File: config.mk
export PLATFORM = sky130hd
export DESIGN_NAME = video_mono_filter
export DESIGN_NICKNAME = d
export VERILOG_FILES = /design/src/rtl/video_mono_filter.sv
export SDC_FILE = /design/constraint.sdc
export NUM_CORES = 1
export LEC_CHECK = 0
export ABC_AREA = 1
export CAP_MARGIN = 20
export CORE_MARGIN = 5
export CORE_UTILIZATION = 26
export CTS_CLUSTER_DIAMETER = 30
export DETAILED_ROUTE_END_ITERATION = 16
export PLACE_DENSITY = 0.45
export SYNTH_ARGS = -nofsm -noshare
export SYNTH_HDL_FRONTEND = slang
export SYNTH_SLANG_ARGS = --single-unit
File: constraint.sdc
create_clock -name clk_vga -period 9 [get_ports clk_vga]
set_clock_uncertainty 0.2 [all_clocks]
set_input_delay 1.35 -clock clk_vga [delete_from_list [all_inputs] [get_ports clk_vga]]
set_output_delay 1.35 -clock clk_vga [all_outputs]
set_load 0.05 [all_outputs]
File: src/rtl/video_mono_filter.sv
// Pixel-pipelined colour/monochrome output stage: BT.709 luma, per-mode tinting, scanline
// dimming and blank forcing, with mode/scanline changes latched on the vblank rising edge.
module video_mono_filter #(
    parameter int unsigned CW    = 6,
    parameter int unsigned OUT_W = 6
) (
    input  logic             clk_vga,
    input  logic             reset,
    input  logic             ce_pix,
    input  logic [1:0]       mode_req,
    input  logic             scanline_req,
    input  logic [CW-1:0]    r_in,
    input  logic [CW-1:0]    g_in,
    input  logic [CW-1:0]    b_in,
    input  logic             hs_in,
    input  logic             vs_in,
    input  logic             hb_in,
    input  logic             vb_in,
    output logic [OUT_W-1:0] r_out,
    output logic [OUT_W-1:0] g_out,
    output logic [OUT_W-1:0] b_out,
    output logic             hs_out,
    output logic             vs_out,
    output logic             hb_out,
    output logic             vb_out,
    output logic [1:0]       mode_active,
    output logic             scan_active
);

    localparam int unsigned SW = CW + 9;

    typedef enum logic [1:0] {
        ModeColour = 2'd0,
        ModeGreen  = 2'd1,
        ModeAmber  = 2'd2,
        ModeWhite  = 2'd3
    } mode_e;

    // Frame-level state
    logic          vb_prev_q, hb_prev_q;
    logic          line_odd_q, line_odd_d;
    logic [1:0]    mode_q;
    logic          scan_q;
    logic          vb_rise, hb_rise;

    // Stage 1
    logic [CW-1:0] r1_q, g1_q, b1_q;
    logic [3:0]    sync1_q;
    logic [1:0]    mode1_q;
    logic          scan1_q, odd1_q;

    // Stage 2
    logic [CW-1:0] r2_q, g2_q, b2_q;
    logic [SW-1:0] sum2_q, sum_d;
    logic [3:0]    sync2_q;
    logic [1:0]    mode2_q;
    logic          dim2_q;

    // Stage 3
    logic [OUT_W-1:0] r3_q, g3_q, b3_q;
    logic [OUT_W-1:0] r3_d, g3_d, b3_d;
    logic [3:0]       sync3_q;

    logic [CW-1:0] y, pr, pg, pb;

    assign vb_rise = vb_in & ~vb_prev_q;
    assign hb_rise = hb_in & ~hb_prev_q;

    always_comb begin
        line_odd_d = line_odd_q;
        if (vb_rise) begin
            line_odd_d = 1'b0;
        end else if (hb_rise) begin
            line_odd_d = ~line_odd_q;
        end
    end

    assign sum_d = SW'(r1_q) * SW'(54) + SW'(g1_q) * SW'(183) + SW'(b1_q) * SW'(19) + SW'(128);

    always_comb begin
        y  = CW'(sum2_q >> 8);
        pr = r2_q;
        pg = g2_q;
        pb = b2_q;
        unique case (mode_e'(mode2_q))
            ModeColour: begin
                pr = r2_q;
                pg = g2_q;
                pb = b2_q;
            end
            ModeGreen: begin
                pr = '0;
                pg = y;
                pb = '0;
            end
            ModeAmber: begin
                pr = y;
                pg = y >> 1;
                pb = '0;
            end
            ModeWhite: begin
                pr = y;
                pg = y;
                pb = y;
            end
        endcase
        if (dim2_q) begin
            pr = pr >> 1;
            pg = pg >> 1;
            pb = pb >> 1;
        end
        // sync2_q = {hs, vs, hb, vb}
        if (sync2_q[1] | sync2_q[0]) begin
            pr = '0;
            pg = '0;
            pb = '0;
        end
        r3_d = pr[CW-1 -: OUT_W];
        g3_d = pg[CW-1 -: OUT_W];
        b3_d = pb[CW-1 -: OUT_W];
    end

    always_ff @(posedge clk_vga) begin
        if (reset) begin
            vb_prev_q  <= 1'b0;
            hb_prev_q  <= 1'b0;
            line_odd_q <= 1'b0;
            mode_q     <= 2'd0;
            scan_q     <= 1'b0;
            r1_q       <= '0;
            g1_q       <= '0;
            b1_q       <= '0;
            sync1_q    <= '0;
            mode1_q    <= 2'd0;
            scan1_q    <= 1'b0;
            odd1_q     <= 1'b0;
            r2_q       <= '0;
            g2_q       <= '0;
            b2_q       <= '0;
            sum2_q     <= '0;
            sync2_q    <= '0;
            mode2_q    <= 2'd0;
            dim2_q     <= 1'b0;
            r3_q       <= '0;
            g3_q       <= '0;
            b3_q       <= '0;
            sync3_q    <= '0;
        end else if (ce_pix) begin
            vb_prev_q  <= vb_in;
            hb_prev_q  <= hb_in;
            line_odd_q <= line_odd_d;
            if (vb_rise) begin
                mode_q <= mode_req;
                scan_q <= scanline_req;
            end
            // S1 sees the pre-update frame state, so a new mode starts on the next strobe
            r1_q    <= r_in;
            g1_q    <= g_in;
            b1_q    <= b_in;
            sync1_q <= {hs_in, vs_in, hb_in, vb_in};
            mode1_q <= mode_q;
            scan1_q <= scan_q;
            odd1_q  <= line_odd_q;
            r2_q    <= r1_q;
            g2_q    <= g1_q;
            b2_q    <= b1_q;
            sum2_q  <= sum_d;
            sync2_q <= sync1_q;
            mode2_q <= mode1_q;
            dim2_q  <= scan1_q & odd1_q;
            r3_q    <= r3_d;
            g3_q    <= g3_d;
            b3_q    <= b3_d;
            sync3_q <= sync2_q;
        end
    end

    assign r_out       = r3_q;
    assign g_out       = g3_q;
    assign b_out       = b3_q;
    assign hs_out      = sync3_q[3];
    assign vs_out      = sync3_q[2];
    assign hb_out      = sync3_q[1];
    assign vb_out      = sync3_q[0];
    assign mode_active = mode_q;
    assign scan_active = scan_q;

endmodule

==> results by group <==
Synth
  • Dominant cells by area after synthesis: dfxtp_1 (28%), fa_1 (15%), ha_1 (15%), inv_1 (11%), nand2_1 (6.8%)
  • Post-synthesis async set-or-reset flop share: 0%
  • Yosys reg bits: 83
  • Top cells by count, synth: inv_1 (167), nand2_1 (106), dfxtp_1 (83)
  • Adder-cell area share of the yosys netlist: 29.8%
  • Synth Instances: 752
  • Multiplexer share of the synthesized area: 0%
  • Simple-gate share of the synthesized area: 12.0%
  • Syn_nets: 894
  • Top-count cell post-synth: inv_1
  • Post-synth EDFFs: 0
  • XOR/XNOR Fraction of Synth Area: 1.49%
  • Synth unique cells: 29
  • Netlist Area Pre-Place: 5890 µm²
  • Largest area contributor in the netlist: dfxtp_1
  • Syn avg cell area: 7.83 µm²
  • Area share of the largest cell type after synthesis: 28.2%
  • Sequential share of the synthesized area: 28.2%
  • Post-synthesis compound-gate area fraction: 15.8%
  • Main synth FF type: dfxtp_1
  • Yosys warns: 0
  • Main combinational cell family by area after synthesis: adder cells

Worst setup path
  • Top cell by count, worst path: ha_1
  • CP Capture Type: flop
  • Worst r2r dst: sum2_q[13]$_SDFFE_PP0P_
  • CP max-delay cell: fa_1
  • Reg2Reg Setup Slack: 3.07 ns
  • Worst Path Required: 9.03 ns
  • Worst-path cell chain: ha_1 > ha_1 > fa_1 > ha_1 > a21oi_1 > nand2_1 > xnor2_1 > inv_1 > ha_1 > ha_1 > inv_1 > fa_1 > fa_1 > fa_1 > inv_1 > ha_1 > a21oi_1 > nor2_1 > o21bai_1 > nand3_1 > nand2_1 > nand3_1 > nand2_1 > inv_1
  • Top delay family on crit path: adder cells
  • Kind of critical path: reg -> reg
  • Length in cells of the worst reg-to-reg path: 24
  • CP max FO: 5
  • Crit start category: flop
  • FF-to-FF Start: r1_q[0]$_SDFFE_PP0P_
  • Worst Path Buf+Inv: 4
  • Crit path DAT: 5.96 ns
  • Slowest stage delay, CP: 0.55 ns

Finish
  • Area delta synth->final: 18.4%
  • Layout cell share with drive strength beyond 1: 3.02%
  • Final nets: 933
  • Final Cell Area: 6970 µm²
  • Fin util: 31.0%
  • Ant. Diodes: 0

Global routing
  • Vias in the first global route: 4705
  • Tot GR Track Use: 12.0%
  • Initial antenna violation count: 0
  • Pin count of the biggest net entering global routing: 71
  • Grt ovf: 0
  • First-pass GRT wire length: 25100 µm

STA
  • Slew Limit Fails: 0
  • Final setup fails: 0
  • Final Cycle Share: 65.9%
  • Setup ws final: 3.07 ns
  • Final hold vios: 0
  • Final min period: 5.93 ns
  • Slew headroom: 34.4%
  • Setup TNS: 0 ns
  • RSZ-0062 raised after global routing: no
  • WHS: 0.266 ns
  • Peak Freq: 0.169 GHz
  • Worst Tran Pin Value: 0.983 ns

Die
  • Die span in y: 161 µm
  • Core area: 22500 µm²
  • Die Wd: 161 µm
  • Initial Util: 26.2%
  • Row Count: 55
  • IO Count: 53
  • Die ar.: 25800 µm²

Routing
  • First-pass iteration count of the detailed router: 4
  • Final antenna-violating net count: 0
  • Post-route DRC: 0
  • WL final: 15100 µm
  • Vias: 4739
  • DR WL/cell: 14.0 µm
  • DR iter-0 viols: 208
  • Vias per cell: 4.39

Clock network
  • Worst-path clk slew: 0.06 ns
  • Hold_buf cts: 0
  • Total clock sinks: 83
  • Clock Root Buffer: clkbuf_16
  • Clock H-tree levels: 3
  • Setup Buffers After CTS: 0
  • CTS tree: built
  • Worst-Skew Late Latency: 0.33 ns
  • CTS Buf Count: 9
  • Post_cts resized: 0
  • Clk buf depth: 2

Min path
  • Hold path startpoint: r_out[5]$_SDFFE_PP0P_
  • Hold EP: r_out[5]$_SDFFE_PP0P_
  • Worst Hold Class: reg -> reg
  • Hold depth: 2

Pwr
  • Reg power frac: 23.5%
  • Sw Ratio: 44.2%
  • Share of total power in the clock network: 20.8%
  • Lkg Pwr: 3.40 nW
  • Combinational share of power: 55.8%
  • P_sw: 796 µW
  • Max rail drop VDD: 0.000113 V
  • P_int: 1.01 mW
  • Power density of the placed cells: 259 nW/µm²

Place
  • DP Area: 6670 µm²
  • Routability cong.: 0.808
  • Post-DP HPWL: 11900 µm
  • Dpl ws: 3.05 ns
  • Buffers added on ports: 52

Outcome
  • Status: finished clean

Flow run
  • Max-cap check violation count: 0
==> sequential cells by signal, indices dropped and copies added (netlist names), 4 cells and up <==
name,count
b1_q,6
b2_q,6
b_out,6
g1_q,6
g2_q,6
g_out,6
r1_q,6
r2_q,6
r_out,6
sum2_q,6
sync1_q,4
sync2_q,4
sync3_q,4
==> area by class of cell <==
cell class / count / area (µm²)
Inverter: 170 / 638
Sequential cell: 83 / 1660
Clock buffer: 11 / 253
Timing Repair Buffer: 54 / 531
Multi-Input combinational cell: 473 / 3480
Clock inverter: 4 / 50.0
Fill cell: 2434 / 15500
Tap cell: 285 / 357
==> cell families (layout without fill, tap and decap cells) <==
logic type,count (synthesis),after routing
adders and majority gates,114,114
DFF,83,83
AOI/OAI and AO/OA,174,174
xor gates and xnor gates,10,10
and+or+nand+nor,175,175
buffers and inverters,196,239
==> power groups by stage <==
stage          clock, mW  sequential, mW  combinational (mW)
2_1_floorplan          0           0.443               0.752
3_3_place_gp           0           0.433                1.02
3_5_place_dp           0           0.432                1.01
4_1_cts            0.386           0.424                1.02
5_1_grt            0.405           0.428                1.19
6_report           0.374           0.424                1.01
==> cell usage in the layout, fill, tap and decap left out, types with 2 or more instances in the layout <==
master,n
fa_1,44
o21ai_0,68
inv_2,4
o221ai_1,3
a21o_1,3
xnor2_1,5
o21ai_1,7
nor3_1,3
o22ai_1,5
nand4_1,4
a211oi_1,3
dfxtp_1,83
a22oi_1,3
clkinvlp_4,2
xor2_1,5
nand3_1,19
inv_1,166
ha_1,70
buf_4,2
clkdlybuf4s50_1,51
clkbuf_8,2
a21oi_1,74
nor2_1,41
o21bai_1,2
o211ai_1,4
clkbuf_16,9
a31oi_1,2
nand2_1,106
==> per-layer routing <==
layer | global-route usage [%] | part of all wire, % | up-vias | wire length [µm]
li1 | - | - | 2456 | -
met1 | 17.3 | 50 | 2208 | 7490
met2 | 19.2 | 46 | 70 | 6950
met3 | 2.13 | 3.6 | 5 | 547
met4 | 1.99 | 0.58 | 0 | 87
met5 | 0 | 0 | - | 0
==> worst min-delay path: cells and delay by family (launching register included) <==
| family | cells | cell delay [ns] |
|---|---|---|
| flip-flops | 1 | 0.31 |
| AO/OA/AOI/OAI | 1 | 0.05 |
| AND/OR/NAND/NOR | 1 | 0.06 |
==> how the worst max path moves through the flow <==
stage / start / slack, ns / to / depth (start not counted)
floorplan: r1_q[2]$_SDFFE_PP0P_ / 3.43 / sum2_q[12]$_SDFFE_PP0P_ / 26
global placement: r1_q[2]$_SDFFE_PP0P_ / 3.11 / sum2_q[11]$_SDFFE_PP0P_ / 24
detailed placement: r1_q[0]$_SDFFE_PP0P_ / 3.05 / sum2_q[11]$_SDFFE_PP0P_ / 24
CTS: r1_q[0]$_SDFFE_PP0P_ / 3.03 / sum2_q[11]$_SDFFE_PP0P_ / 24
global route: r1_q[2]$_SDFFE_PP0P_ / 2.64 / sum2_q[12]$_SDFFE_PP0P_ / 27
finish: r1_q[0]$_SDFFE_PP0P_ / 3.07 / sum2_q[13]$_SDFFE_PP0P_ / 24
==> through the flow <==
| step | std cells | power [mW] |
|---|---|---|
| floorplan | 752 | 1.20 |
| global placement | 1065 | 1.46 |
| detailed placement | 1065 | 1.44 |
| CTS | 1080 | 1.83 |
| global route | 1080 | 2.02 |
| finish | 1080 | 1.80 |
Note: power is estimated with default switching activity, not from simulation.
